===== src/rtl/serial_tx.sv =====
// serial_tx: byte-wide write FIFO feeding an 8N1 serial transmitter.
// The line output is registered and follows the frame FSM by one cycle,
// so a byte written at edge N appears as a start bit from edge N+2.
module serial_tx #(
  parameter int unsigned FIFO_AW = 4
) (
  input  logic               clk,
  input  logic               reset_n,
  input  logic [31:0]        cfg_divider,
  input  logic               wr,
  input  logic [7:0]         data,
  input  logic               clr_ovf,
  output logic               ser_tx,
  output logic               full,
  output logic               empty,
  output logic               busy,
  output logic [FIFO_AW:0]   level,
  output logic               overflow
);

  localparam int unsigned DEPTH = 1 << FIFO_AW;
  localparam int unsigned LW    = FIFO_AW + 1;

  typedef enum logic [1:0] {S_IDLE, S_START, S_DATA, S_STOP} state_t;

  state_t               state_q;
  logic [31:0]          div_q;
  logic [31:0]          cnt_q;
  logic [2:0]           bit_idx_q;
  logic [7:0]           shift_q;

  logic [7:0]           mem_q [DEPTH];
  logic [FIFO_AW-1:0]   wr_ptr_q;
  logic [FIFO_AW-1:0]   rd_ptr_q;

  logic                 bit_end_c;
  logic [31:0]          div_eff_c;
  logic                 pop_c;
  logic                 push_c;
  logic [FIFO_AW:0]     level_d;

  // Bit timing, FIFO handshake and next occupancy.
  always_comb begin
    bit_end_c = (cnt_q == (div_q - 32'd1));
    div_eff_c = (cfg_divider < 32'd2) ? 32'd2 : cfg_divider;
    pop_c     = !empty && ((state_q == S_IDLE) ||
                           ((state_q == S_STOP) && bit_end_c));
    push_c    = reset_n && wr && !full;
    level_d   = level + LW'(push_c) - LW'(pop_c);
  end

  // FIFO storage; contents need no reset since occupancy gates every read.
  always_ff @(posedge clk) begin
    if (push_c) mem_q[wr_ptr_q] <= data;
  end

  // FIFO pointers, status flags and sticky overflow.
  always_ff @(posedge clk) begin
    if (!reset_n) begin
      wr_ptr_q <= '0;
      rd_ptr_q <= '0;
      level    <= '0;
      empty    <= 1'b1;
      full     <= 1'b0;
      overflow <= 1'b0;
      busy     <= 1'b0;
    end else begin
      if (push_c) wr_ptr_q <= wr_ptr_q + FIFO_AW'(1);
      if (pop_c)  rd_ptr_q <= rd_ptr_q + FIFO_AW'(1);
      level <= level_d;
      empty <= (level_d == LW'(0));
      full  <= (level_d == LW'(DEPTH));
      // A dropped write wins over a simultaneous clear.
      if (wr && full)   overflow <= 1'b1;
      else if (clr_ovf) overflow <= 1'b0;
      // Busy covers the line still showing a frame (one cycle behind state).
      busy <= (state_q != S_IDLE) || pop_c || (level_d != LW'(0));
    end
  end

  // Frame FSM; ser_tx is the registered line level of the current state.
  always_ff @(posedge clk) begin
    if (!reset_n) begin
      state_q   <= S_IDLE;
      ser_tx    <= 1'b1;
      div_q     <= 32'd2;
      cnt_q     <= '0;
      bit_idx_q <= '0;
      shift_q   <= '0;
    end else begin
      case (state_q)
        S_IDLE: begin
          ser_tx <= 1'b1;
          if (pop_c) begin
            shift_q <= mem_q[rd_ptr_q];
            div_q   <= div_eff_c;
            cnt_q   <= '0;
            state_q <= S_START;
          end
        end
        S_START: begin
          ser_tx <= 1'b0;
          if (bit_end_c) begin
            cnt_q     <= '0;
            bit_idx_q <= '0;
            state_q   <= S_DATA;
          end else begin
            cnt_q <= cnt_q + 32'd1;
          end
        end
        S_DATA: begin
          ser_tx <= shift_q[0];
          if (bit_end_c) begin
            cnt_q   <= '0;
            shift_q <= {1'b0, shift_q[7:1]};
            if (bit_idx_q == 3'd7) state_q <= S_STOP;
            else                   bit_idx_q <= bit_idx_q + 3'd1;
          end else begin
            cnt_q <= cnt_q + 32'd1;
          end
        end
        S_STOP: begin
          ser_tx <= 1'b1;
          if (bit_end_c) begin
            cnt_q <= '0;
            if (pop_c) begin
              shift_q <= mem_q[rd_ptr_q];
              div_q   <= div_eff_c;
              state_q <= S_START;
            end else begin
              state_q <= S_IDLE;
            end
          end else begin
            cnt_q <= cnt_q + 32'd1;
          end
        end
        default: state_q <= S_IDLE;
      endcase
    end
  end

endmodule

===== config.mk =====
export PLATFORM = sky130hd
export DESIGN_NAME = serial_tx
export DESIGN_NICKNAME = d
export VERILOG_FILES = /design/src/rtl/serial_tx.sv
export SDC_FILE = /design/constraint.sdc
export NUM_CORES = 1
export LEC_CHECK = 0
export CORE_ASPECT_RATIO = 0.8
export CORE_MARGIN = 4
export CORE_UTILIZATION = 40
export DETAILED_ROUTE_END_ITERATION = 8
export GPL_ROUTABILITY_DRIVEN = 0
export HOLD_SLACK_MARGIN = 0.05
export MAX_ROUTING_LAYER = met4
export PLACE_DENSITY = 0.53
export REMOVE_ABC_BUFFERS = 1
export SLEW_MARGIN = 30
export SYNTH_ARGS = -nofsm -noshare
export SYNTH_HDL_FRONTEND = slang
export SYNTH_SLANG_ARGS = --single-unit

===== constraint.sdc =====
create_clock -name clk -period 6.7 [get_ports clk]
set_input_delay 0.67 -clock clk [delete_from_list [all_inputs] [get_ports clk]]
set_output_delay 0.67 -clock clk [all_outputs]
set_load 0.01 [all_outputs]

# ---- Word-level counts from Yosys, hierarchy flattened
# Memory sizes are Yosys's and may differ from the RTL's. A register that Yosys moved wholly into a read port is not among the register bits.
# Index checks and enable logic that the tools add are counted.
dict set report word_totals {
  regBits 95
  latch_bits 0
  ram_bits 128
  mem_bits_ro 0
  inputBits 44
  out_inout_bits 10
  wordCells 87
  mem_count 1
}
dict set report classes {
  add_sub_neg 7
  multipliers 0
  div_mod_pow 0
  order_cmp 1
  eq_ne 12
  shift 0
  n_mux 29
  bitwise_logic 0
  n_reduce_logical 24
}
# memory words word_bits read_ports rd_clocked_by_memory_dff wr line
set memory_table {}
lappend memory_table {mem_q 16 8 1 1 1 32} ;# logic [7:0] mem_q [DEPTH];
# operator count
set op_table {}
lappend op_table {{2-to-1 mux 32 bit} 5}
lappend op_table {{one-hot mux 32 bit (2 select lines)} 2}
lappend op_table {{adder 32 x 1 -> 32 bit, second input constant} 1}
lappend op_table {{equality test 32 bit} 1}
lappend op_table {{< comparator 32 x 2 -> 1 bit, second input constant} 1}
lappend op_table {{subtractor 32 x 1 -> 32 bit, second input constant} 1}
lappend op_table {{2-to-1 mux 8 bit} 3}
lappend op_table {{one-hot mux 8 bit (3 select lines)} 1}
lappend op_table {{inequality test 2 bit, second input constant} 6}
lappend op_table {{2-to-1 mux 2 bit} 5}
lappend op_table {{2-to-1 mux 3 bit} 3}
lappend op_table {{adder 4 x 1 -> 4 bit, second input constant} 2}
lappend op_table {{2-to-1 mux 4 bit} 2}
lappend op_table {{one-hot mux 2 bit (4 select lines)} 1}
lappend op_table {{nonzero test 2 bit} 4}
lappend op_table {{one-hot mux 3 bit (2 select lines)} 1}
lappend op_table {{adder 5 x 1 -> 5 bit} 1}
lappend op_table {{equality test 5 bit, second input constant} 1}
lappend op_table {{logical AND 1 bit} 5}
lappend op_table {{logical NOT 5 bit} 1}
lappend op_table {{2-to-1 mux 1 bit} 5}
lappend op_table {{AND reduction 5 bit} 1}
lappend op_table {{nonzero test 5 bit} 1}
lappend op_table {{subtractor 5 x 1 -> 5 bit} 1}
lappend op_table {{other kinds (14)} 18}

# ---- Depth between registers and ports, before layout
# Gate-level depths: netlist of the first run.
dict set report depth {
  ltp_word 8
  mapped_depth 24
  ltp_nobuf 22
}

# ---- Least setup slack after synthesis of the first run
# Ideal clock, no wire load.
dict set report synth_timing {
  kind {flip-flop to flip-flop}
  from {register div_q[0]}
  to {register busy}
  setup_time_ns 0.132
  arrival_time_ns 5.054
  t_required_ns 6.568
  path_slack_ns 1.514
  path_stages_with_launch 22
  path_buffers 2
  synth_period_minus_slack_ns 5.186
  path_cell_list {dfxtp_1 > inv_1 > ha_1 > or4b_1 > buf_2 > or4_4 > a211oi_2 > o22ai_1 > or4_4 > nor4_4 > buf_6 > a31oi_1 > nor2_1 > ha_1 > inv_1 > ha_1 > inv_1 > fa_1 > xnor2_1 > or4b_2 > a21oi_1 > o21ai_0}
}
dict set report synth_via {
  elab_chain_cells 8
  word_cells_on_any_way 9
  classes_between {add/sub: 2; eq/ne: 1; reduce/logical: 6}
}
# item line
set synth_lines {}
lappend synth_lines {{start, declared} 27} ;# logic [31:0] div_q;
lappend synth_lines {{start signal, assigned} 96} ;# div_q <= div_eff_c;
lappend synth_lines {{start signal, assigned} 128} ;# div_q <= div_eff_c;
lappend synth_lines {{subtractor 32 x 1 -> 32 bit (*)} 44} ;# bit_end_c = (cnt_q == (div_q - 32'd1));
lappend synth_lines {{equality test 32 bit (*)} 44}
lappend synth_lines {{logical AND 1 bit (*)} 47} ;# ((state_q == S_STOP) && bit_end_c));
lappend synth_lines {{logical OR 1 bit (*)} 46} ;# pop_c = !empty && ((state_q == S_IDLE) ||
lappend synth_lines {{logical AND 1 bit (*)} 46}
lappend synth_lines {{subtractor 5 x 1 -> 5 bit} 49} ;# level_d = level + LW'(push_c) - LW'(pop_c);
lappend synth_lines {{nonzero test 5 bit} 77} ;# busy <= (state_q != S_IDLE) || pop_c || (level_d != LW'(0));
lappend synth_lines {{logical OR 1 bit (*)} 77}
lappend synth_lines {{end signal, assigned} 77}
lappend synth_lines {{end, declared} 16} ;# output logic busy,
# Every way passes the cells marked *; elsewhere a longest branch is shown, timed or not.
# A chain may end at the register's enable or synchronous reset.

# ---- Final worst setup path of the first run
# Ends and elaborated chain as after synthesis.

==> flow_metrics.py, run 1 <==
metrics = {
    "outcome": {
        "outcome": "finished, final reports clean",
    },
    "die": {
        "fp-row-count": 53,
        "start_util": 0.4093,
        "die_area_um2": 29790,
        "die_y_um": 155.2,
        "boundaryPins": 54,
        "die_w_um": 192.0,
        "core_area_um2": 26460,
    },
    "synthesis": {
        "yosys-top-cells-area": "edfxtp_1 35%, dfxtp_1 18%, mux4_2 8.3%, nand2_1 5.0%, mux2i_1 4.1%",
        "ys_ff_latch": 227,
        "dominantRegCellSynth": "edfxtp_1",
        "synth_top_area_share": 0.3549,
        "async_reset_ff_frac": 0,
        "syn_inst": 939,
        "yosys_warnings": 0,
        "synth_area_um2": 10830,
        "synth_edf_count": 128,
        "ys_types": 69,
        "synth_most_common_cell": "nand2_1",
        "syn_avg_cell_area_um2": 11.53,
        "synth_area_leader_cell": "edfxtp_1",
        "ys_seq_area_frac": 0.5379,
        "synthTopCellsByCount": "144 x nand2_1, 128 x edfxtp_1, 99 x dfxtp_1, 54 x nor2_1, 44 x mux2i_1",
    },
    "clock_tree": {
        "clock_sinks": 227,
        "root_buffer": "clkbuf_16",
        "cts_made_buffers": 25,
        "post_cts_resized": 0,
        "cts_hold_buf": 0,
        "cts_tree": "done",
        "insertion_delay_ns": 0.54,
        "cts_buffer_depth": 3,
        "path_clk_slew_ns": 0.06,
        "post_cts_buffers": 0,
        "ctsHtreeMaxLevel": 1,
    },
    "critical_path": {
        "reg2reg_to": "busy",
        "critical_path_class": "register to register",
        "reg2reg_from": "div_q[0]",
        "reg2reg_depth": 20,
        "end_kind": "register",
        "r2r_setup_slack_ns": 0.87,
        "critPathRequiredTime_ns": 7.09,
        "start_kind": "register",
        "crit_path_max_fanout": 11,
        "crit_arrival_ns": 6.22,
    },
    "route": {
        "routed_via_density": 5.389,
        "num_vias": 7291,
        "wire_per_inst_um": 18.33,
        "drt-pass1-iter-count": 5,
        "drc_errors": 0,
        "detail-route-antenna-nets": 0,
        "finalWirelength_um": 24800,
        "drtIter0Drc": 644,
    },
    "timing": {
        "hold_viol": 0,
        "tightest_slew_ns": 0.8684,
        "fmax_ghz": 0.1715,
        "worst_slack_ns": 0.8696,
        "fin_skew_ns": 0.02013,
        "finalSetupViolCount": 0,
        "tns_ns": 0,
        "rsz0062_at_grt": "false",
        "slew_headroom": 0.4175,
        "finalCritPeriodShare": 0.8702,
        "slew_viol_final": 0,
        "fin_crit_ns": 5.830,
        "hold_ws_ns": 0.4556,
    },
    "power_and_ir_drop": {
        "p_leak_nw": 4.274,
        "pwr-share-seq": 0.362,
        "vdd_ir_drop_max_uv": 279.4,
        "clkPwrFrac": 0.273,
        "netSwitchingPower_mw": 1.769,
        "p_per_area_nw_per_um2": 402.3,
        "switching_share": 0.3527,
        "p_int_mw": 3.247,
        "pwr-share-comb": 0.365,
        "power_mw": 5.016,
    },
    "grt": {
        "grt_max_degree": 51,
        "grt_usage": 0.1737,
        "grt_pass1_vias": 6885,
        "gr-total-overflow": 0,
        "antenna_found_initial": 0,
        "grt_pass1_wl_um": 39940,
    },
    "min_path": {
        "holdPathStages": 2,
        "min-delay-start": "bit_idx_q[1]",
        "worstHoldEndpoint": "bit_idx_q[1]",
        "hold_path_class": "register to register",
    },
    "finish": {
        "drive_gt1_frac": 0.1014,
        "syn_to_final_growth_pct": 15.13,
        "fin_nets": 1042,
        "num_antenna_cells": 0,
        "final_util": 0.4713,
    },
    "placement": {
        "place_ws_ns": 0.9178,
        "dp_hpwl_um": 17520,
        "portBuffers": 53,
    },
    "flow_run": {
        "drv_cap": 0,
    },
}
-- worst max-delay path by stage --
stage | start | end | slack (ns) | cells past startpoint
3_5_place_dp | div_q[0] | busy | 0.92 | 20
2_1_floorplan | div_q[0] | busy | 1.35 | 19
5_1_grt | div_q[0] | busy | 0.49 | 19
3_3_place_gp | div_q[0] | busy | 1.03 | 20
4_1_cts | div_q[0] | busy | 0.90 | 20
6_report | div_q[0] | busy | 0.87 | 20
-- placed cells by master (no fill, tap or decap), types with 6 or more instances in the layout --
| cell type | instances |
|---|---|
| and3_1 | 11 |
| and2_1 | 9 |
| clkinv_1 | 8 |
| o21ai_0 | 23 |
| inv_1 | 22 |
| mux4_2 | 40 |
| nand2b_1 | 14 |
| edfxtp_1 | 128 |
| clkdlybuf4s50_1 | 52 |
| or4_1 | 6 |
| nand3_1 | 21 |
| or3_1 | 7 |
| nand2_1 | 144 |
| dfxtp_1 | 98 |
| nor3_1 | 20 |
| nand4_1 | 11 |
| buf_4 | 11 |
| clkbuf_1 | 9 |
| xnor2_1 | 29 |
| a21oi_1 | 30 |
| nor4_1 | 19 |
| a31oi_1 | 19 |
| mux2i_1 | 44 |
| ha_1 | 20 |
| xor2_1 | 25 |
| clkbuf_16 | 25 |
| nor2_1 | 53 |
-- sequential cells by signal, indices dropped and copies added (netlist names), named ones only --
name and flops:
bit_idx_q 3, busy 1, cnt_q 32, div_q 32, empty 1, full 1, level 5, mem_q 128
overflow 1, rd_ptr_q 4, ser_tx 1, shift_q 8, state_q 2, wr_ptr_q 4
-- per-layer routing --
| metal | part of all wire | track usage |
|---|---|---|
| met3 | 0.058 | 0.02871 |
| met1 | 0.55 | 0.3004 |
| met5 | 0 | - |
| met2 | 0.38 | 0.2087 |
| met4 | 0.014 | 0.02817 |
-- power groups by stage --
stage / combinational, mW / clock, mW / sequential [mW]
after detailed placement: 1.82 / 0 / 1.84
after global routing: 2.03 / 1.46 / 1.84
after floorplan: 1.27 / 0 / 1.85
final: 1.83 / 1.37 / 1.81
after CTS: 1.83 / 1.41 / 1.81
after global placement: 1.82 / 0 / 1.84
-- cell families after synthesis --
family	after synthesis	synth area share
xor+xnor	54	0.04367
simple gates	349	0.1595
buf+inv	77	0.03142
fa+ha+maj	21	0.02495
compound gates	127	0.07867
flops	227	0.5379
mux	84	0.1238
-- through the flow --
step,instances,instance area [um^2]
CTS,1353,12470
global route,1353,12470
floorplan,886,10580
finish,1353,12470
global placement,1307,11650
detailed placement,1307,11660
-- worst max-delay path, stage by stage, from the launching register on --
cell and delay, ns:
dfxtp_1 0.37, inv_1 0.10, ha_1 0.21, or4b_1 0.64, or4_4 0.60, a211oi_2 0.21
o22ai_1 0.09, or4_4 0.43, nor4_4 0.29, buf_4 0.23, a31oi_1 0.24, nor2_1 0.27
ha_1 0.27, inv_1 0.06, ha_1 0.15, inv_1 0.05, fa_1 0.39, xnor2_1 0.15
or4b_2 0.63, a21oi_1 0.18, o21ai_0 0.10
-- cell type report --
class | instances | area [um^2]
inverter | 24 | 90.09
sequential | 227 | 5827
multi-input combinational | 635 | 4684
timing repair buffer | 64 | 608.1
tap | 357 | 446.7
clock buffer | 35 | 673.1
fill | 2418 | 13990
clock inverter | 11 | 140.1
Power figures use the tool's default switching activity.
==> run 2: changes to the inputs <==
--- a/config.mk
+++ b/config.mk
@@ -7,12 +7,12 @@
 export LEC_CHECK = 0
 export CORE_ASPECT_RATIO = 0.8
 export CORE_MARGIN = 4
-export CORE_UTILIZATION = 40
+export CORE_UTILIZATION = 30
 export DETAILED_ROUTE_END_ITERATION = 8
 export GPL_ROUTABILITY_DRIVEN = 0
 export HOLD_SLACK_MARGIN = 0.05
 export MAX_ROUTING_LAYER = met4
-export PLACE_DENSITY = 0.53
+export PLACE_DENSITY = 0.42
 export REMOVE_ABC_BUFFERS = 1
 export SLEW_MARGIN = 30
 export SYNTH_ARGS = -nofsm -noshare
==> flow_metrics.py, run 2 (same netlist as run 1, synthesis figures left out) <==
metrics = {
    "grt": {
        "grt_pass1_wl_um": 42650,
        "grt_max_degree": 48,
        "grt_pass1_vias": 6952,
        "gr-total-overflow": 0,
        "antenna_found_initial": 1,
        "grt_usage": 0.1434,
    },
    "route": {
        "wire_per_inst_um": 18.47,
        "drtIter0Drc": 586,
        "detail-route-antenna-nets": 0,
        "wl_met3_um": 1191,
        "wl_met1_um": 15360,
        "drt-pass1-iter-count": 5,
        "highest_layer": "met4",
        "num_vias": 7332,
        "routed_via_density": 4.981,
        "finalWirelength_um": 27200,
        "drc_errors": 0,
        "routed-wl-met2_um": 10270,
    },
    "finish": {
        "fin_cells": 1472,
        "syn_to_final_growth_pct": 17.39,
        "reg.largest.list": "mem_q (128), cnt_q (32), div_q (32)",
        "largest-register": "mem_q",
        "layout_common_cells": "144 x nand2_1, 128 x edfxtp_1, 98 x dfxtp_1",
        "fin_nets": 1045,
        "fillers": 3479,
        "largest_reg_flops": 128,
        "drive_gt1_frac": 0.1110,
        "num_antenna_cells": 0,
        "layout_commonest_cell": "nand2_1",
        "final_util": 0.3613,
    },
    "critical_path": {
        "critical_path_class": "register to register",
        "start_kind": "register",
        "critPathRequiredTime_ns": 7.13,
        "crit_arrival_ns": 6.22,
        "crit_path_max_fanout": 11,
        "end_kind": "register",
    },
    "timing": {
        "hold_ws_ns": 0.4624,
        "slew_headroom": 0.4040,
        "tns_ns": 0,
        "fin_skew_ns": 0.01811,
        "rsz0062_at_grt": "false",
        "fin_crit_ns": 5.789,
        "fmax_ghz": 0.1727,
        "finalSetupViolCount": 0,
        "tightest_slew_ns": 0.8891,
        "slew_viol_final": 0,
        "worst_slack_ns": 0.9110,
        "finalCritPeriodShare": 0.8640,
        "hold_viol": 0,
    },
    "die": {
        "die_w_um": 220.4,
        "start_util": 0.3078,
        "boundaryPins": 54,
        "die_y_um": 177.9,
        "die_area_um2": 39220,
        "fp-row-count": 61,
        "core_area_um2": 35190,
    },
    "power_and_ir_drop": {
        "pwr-share-seq": 0.352,
        "p_int_mw": 3.323,
        "clkPwrFrac": 0.285,
        "p_per_area_nw_per_um2": 405.7,
        "vdd_ir_drop_max_uv": 196.1,
        "pwr-share-comb": 0.362,
        "netSwitchingPower_mw": 1.834,
        "switching_share": 0.3556,
        "p_leak_nw": 4.333,
    },
    "clock_tree": {
        "post_cts_buffers": 0,
        "clock_sinks": 227,
        "cts_tree": "done",
        "cts_hold_buf": 0,
        "path_clk_slew_ns": 0.06,
        "insertion_delay_ns": 0.56,
        "cts_buffer_depth": 3,
        "cts_made_buffers": 26,
        "post_cts_resized": 0,
        "ctsHtreeMaxLevel": 1,
        "root_buffer": "clkbuf_16",
    },
    "min_path": {
        "hold_path_class": "register to register",
    },
    "placement": {
        "dp_hpwl_um": 18920,
        "portBuffers": 53,
        "place_inst": 1424,
        "place_ws_ns": 0.9296,
    },
    "flow_run": {
        "drv_cap": 0,
    },
    "outcome": {
        "outcome": "finished, final reports clean",
    },
}
run 2: changes by cell type in the layout (fill, tap and decap cells not counted), moves of 2 or more:
cell | before | now
nor3_1 | 20 | 18
nor3_2 | 1 | 3
buf_4 | 11 | 13
clkinv_1 | 8 | 3
clkinv_2 | 0 | 3
clkbuf_16 | 25 | 27
run 2: stage by stage:
step                      instance area [um^2]  power, mW
final                                    12710      5.157
after floorplan                          10580      3.125
after detailed placement                 11820      3.715
after CTS                                12710      5.221
after global placement                   11820      3.727
after global routing                     12710      5.504
run 2: power by group through the flow:
| stage | logic [mW] | clock network [mW] | registers (mW) |
|---|---|---|---|
| 3_5_place_dp | 1.87 | 0 | 1.85 |
| 2_1_floorplan | 1.27 | 0 | 1.85 |
| 4_1_cts | 1.88 | 1.52 | 1.82 |
| 3_3_place_gp | 1.88 | 0 | 1.85 |
| 6_report | 1.87 | 1.47 | 1.82 |
| 5_1_grt | 2.07 | 1.58 | 1.85 |
run 2: worst paths after layout:
| kind | start | to | slack, ns | cells past startpoint |
|---|---|---|---|---|
| max | div_q[0] | busy | 0.91 | 20 |
| min | bit_idx_q[2] | bit_idx_q[2] | 0.46 | 2 |
| min reg2reg | bit_idx_q[2] | bit_idx_q[2] | 0.46 | 2 |
| max reg2reg | div_q[0] | busy | 0.91 | 20 |
run 2: layout make-up:
type / instances / area, um^2 / share of cell area
Clock buffer: 37 / 733.2 / 0.05767
Clock inverter: 11 / 157.7 / 0.01240
Inverter: 24 / 90.09 / 0.007086
Multi-Input combinational cell: 635 / 4692 / 0.3691
Sequential cell: 227 / 5827 / 0.4583
Tap cell: 472 / 590.6 / 0.04645
Timing Repair Buffer: 66 / 623.1 / 0.04901
run 2: per-layer routing:
layer,GRT usage,vias up
met2,0.1730,129
met5,-,-
met4,0.02720,0
met3,0.02499,25
met1,0.2412,3610
li1,-,3568
run 2: worst max-delay path: stages (launching register included):
cell	delay (ns)
dfxtp_1	0.36
inv_1	0.10
ha_1	0.20
or4b_1	0.62
or4_4	0.59
a211oi_2	0.22
o22ai_1	0.09
or4_4	0.43
nor4_4	0.30
buf_4	0.24
a31oi_1	0.24
nor2_1	0.28
ha_1	0.28
inv_1	0.06
ha_1	0.16
inv_1	0.06
fa_1	0.39
xnor2_1	0.14
or4b_2	0.63
a21oi_1	0.18
o21ai_0	0.10
==> run 3: changes to the inputs <==
--- a/config.mk
+++ b/config.mk
@@ -13,7 +13,6 @@
 export HOLD_SLACK_MARGIN = 0.05
 export MAX_ROUTING_LAYER = met4
 export PLACE_DENSITY = 0.42
-export REMOVE_ABC_BUFFERS = 1
 export SLEW_MARGIN = 30
 export SYNTH_ARGS = -nofsm -noshare
 export SYNTH_HDL_FRONTEND = slang
==> flow_metrics.py, run 3 (same netlist as run 1, synthesis figures left out) <==
metrics = {
    "outcome": {
        "outcome": "finished, final reports clean",
    },
    "die": {
        "boundaryPins": 54,
        "die_y_um": 177.9,
        "core_area_um2": 35190,
        "start_util": 0.3078,
        "fp-row-count": 61,
        "die_area_um2": 39220,
        "die_w_um": 220.4,
    },
    "power_and_ir_drop": {
        "pwr-share-comb": 0.365,
        "netSwitchingPower_mw": 1.841,
        "vdd_ir_drop_max_uv": 207.2,
        "clkPwrFrac": 0.278,
        "p_leak_nw": 4.304,
        "p_per_area_nw_per_um2": 403.1,
        "p_int_mw": 3.265,
        "switching_share": 0.3605,
        "pwr-share-seq": 0.357,
        "power_mw": 5.106,
    },
    "critical_path": {
        "reg2reg_to": "busy",
        "critPathRequiredTime_ns": 7.13,
        "crit_arrival_ns": 6.24,
        "crit_path_max_fanout": 11,
        "start_kind": "register",
        "end_kind": "register",
        "r2r_setup_slack_ns": 0.90,
        "reg2reg_depth": 20,
        "reg2reg_from": "div_q[0]",
        "crit_path_end": "busy",
        "critical_path_class": "register to register",
        "crit_start": "div_q[0]",
    },
    "finish": {
        "largest-register": "mem_q",
        "fin_nets": 1044,
        "syn_to_final_growth_pct": 16.94,
        "drive_gt1_frac": 0.1111,
        "reg.largest.list": "mem_q (128), cnt_q (32), div_q (32)",
        "layout_commonest_cell": "nand2_1",
        "layout_common_cells": "144 x nand2_1, 128 x edfxtp_1, 98 x dfxtp_1",
        "fillers": 3451,
        "fin_cells": 1471,
        "num_antenna_cells": 0,
        "largest_reg_flops": 128,
    },
    "grt": {
        "grt_pass1_wl_um": 44230,
        "grt_max_degree": 88,
        "antenna_found_initial": 1,
        "grt_usage": 0.1511,
        "grt_pass1_vias": 7176,
        "gr-total-overflow": 0,
    },
    "timing": {
        "fin_crit_ns": 5.803,
        "hold_ws_ns": 0.3784,
        "tns_ns": 0,
        "hold_viol": 0,
        "slew_viol_final": 0,
        "rsz0062_at_grt": "false",
        "slew_headroom": 0.4010,
        "finalCritPeriodShare": 0.8661,
        "finalSetupViolCount": 0,
        "tightest_slew_ns": 0.8952,
        "fmax_ghz": 0.1723,
        "fin_skew_ns": 0.01925,
    },
    "route": {
        "routed_via_density": 5.018,
        "num_vias": 7382,
        "finalWirelength_um": 28420,
        "drtIter0Drc": 515,
        "wire_per_inst_um": 19.32,
        "detail-route-antenna-nets": 0,
        "drt-pass1-iter-count": 4,
        "drc_errors": 0,
    },
    "clock_tree": {
        "cts_tree": "done",
        "root_buffer": "clkbuf_16",
        "cts_hold_buf": 0,
        "post_cts_resized": 0,
        "path_clk_slew_ns": 0.06,
        "post_cts_buffers": 0,
        "ctsHtreeMaxLevel": 1,
        "insertion_delay_ns": 0.56,
        "cts_buffer_depth": 3,
        "clock_sinks": 227,
        "cts_made_buffers": 26,
    },
    "synthesis": {
        "syn-num-nets": 1004,
    },
    "placement": {
        "dp_hpwl_um": 19830,
        "place_inst": 1423,
        "portBuffers": 53,
    },
    "min_path": {
        "min-delay-start": "reset_n",
        "holdPathStages": 2,
        "hold_path_class": "primary input to register",
    },
    "flow_run": {
        "drv_cap": 0,
    },
}
## run 3: cell count changes in the layout (fill, tap and decap cells not counted), sizes merged
cell,delta
clkbuf,-5
clkinv,+4
buf,-1
clkinvlp,+1
## run 3: how the worst min path moves through the flow
stage | endpoint | slack [ns]
after floorplan | shift_q[0] | 0.44
after global placement | bit_idx_q[1] | 0.45
after detailed placement | bit_idx_q[2] | 0.45
after CTS | level[0] | 0.35
after global routing | level[0] | 0.35
final | level[0] | 0.38
## run 3: per-layer routing
| metal | GRT usage | wire, um |
|---|---|---|
| met5 | - | 0 |
| met4 | 0.03087 | 577 |
| met3 | 0.02533 | 1269 |
| met2 | 0.1955 | 10930 |
| met1 | 0.2430 | 15640 |
## run 3: power by group through the flow
stage / clock network (mW) / logic [mW] / registers [mW]
after floorplan: 0 / 1.43 / 1.77
after global placement: 0 / 1.87 / 1.85
after detailed placement: 0 / 1.87 / 1.85
after CTS: 1.47 / 1.89 / 1.82
after global routing: 1.52 / 2.07 / 1.85
final: 1.42 / 1.87 / 1.82
## run 3: critical path, cell delays in order (launching register included)
cell and delay, ns:
dfxtp_1 0.37, inv_1 0.10, ha_1 0.22, or4b_1 0.62, or4_4 0.59, a211oi_2 0.22
o22ai_1 0.08, or4_4 0.43, nor4_4 0.29, buf_4 0.24, a31oi_1 0.21, nor2_1 0.28
ha_1 0.28, inv_1 0.06, ha_1 0.15, inv_1 0.05, fa_1 0.39, xnor2_1 0.15
or4b_2 0.64, a21oi_1 0.19, o21ai_0 0.11
## run 3: through the flow
stage / utilization / worst slack (ns) / instance area (um^2)
5_1_grt: 0.3599 / 0.4924 / 12660
2_1_floorplan: - / 1.514 / 10830
3_3_place_gp: 0.3354 / 1.007 / 11800
3_5_place_dp: 0.3355 / 0.8727 / 11810
4_1_cts: 0.3598 / 0.8557 / 12660
6_report: 0.3599 / 0.8970 / 12660
## run 3: layout make-up
class | instances | area [um^2] | area share
inverters | 24 | 90.09 | 0.007113
repair buffers | 65 | 618.1 | 0.04880
multi-input cells | 635 | 4686 | 0.3700
clock buffers | 32 | 673.1 | 0.05315
clock inverters | 16 | 180.2 | 0.01423
well taps | 472 | 590.6 | 0.04663
flip-flops and latches | 227 | 5827 | 0.4601
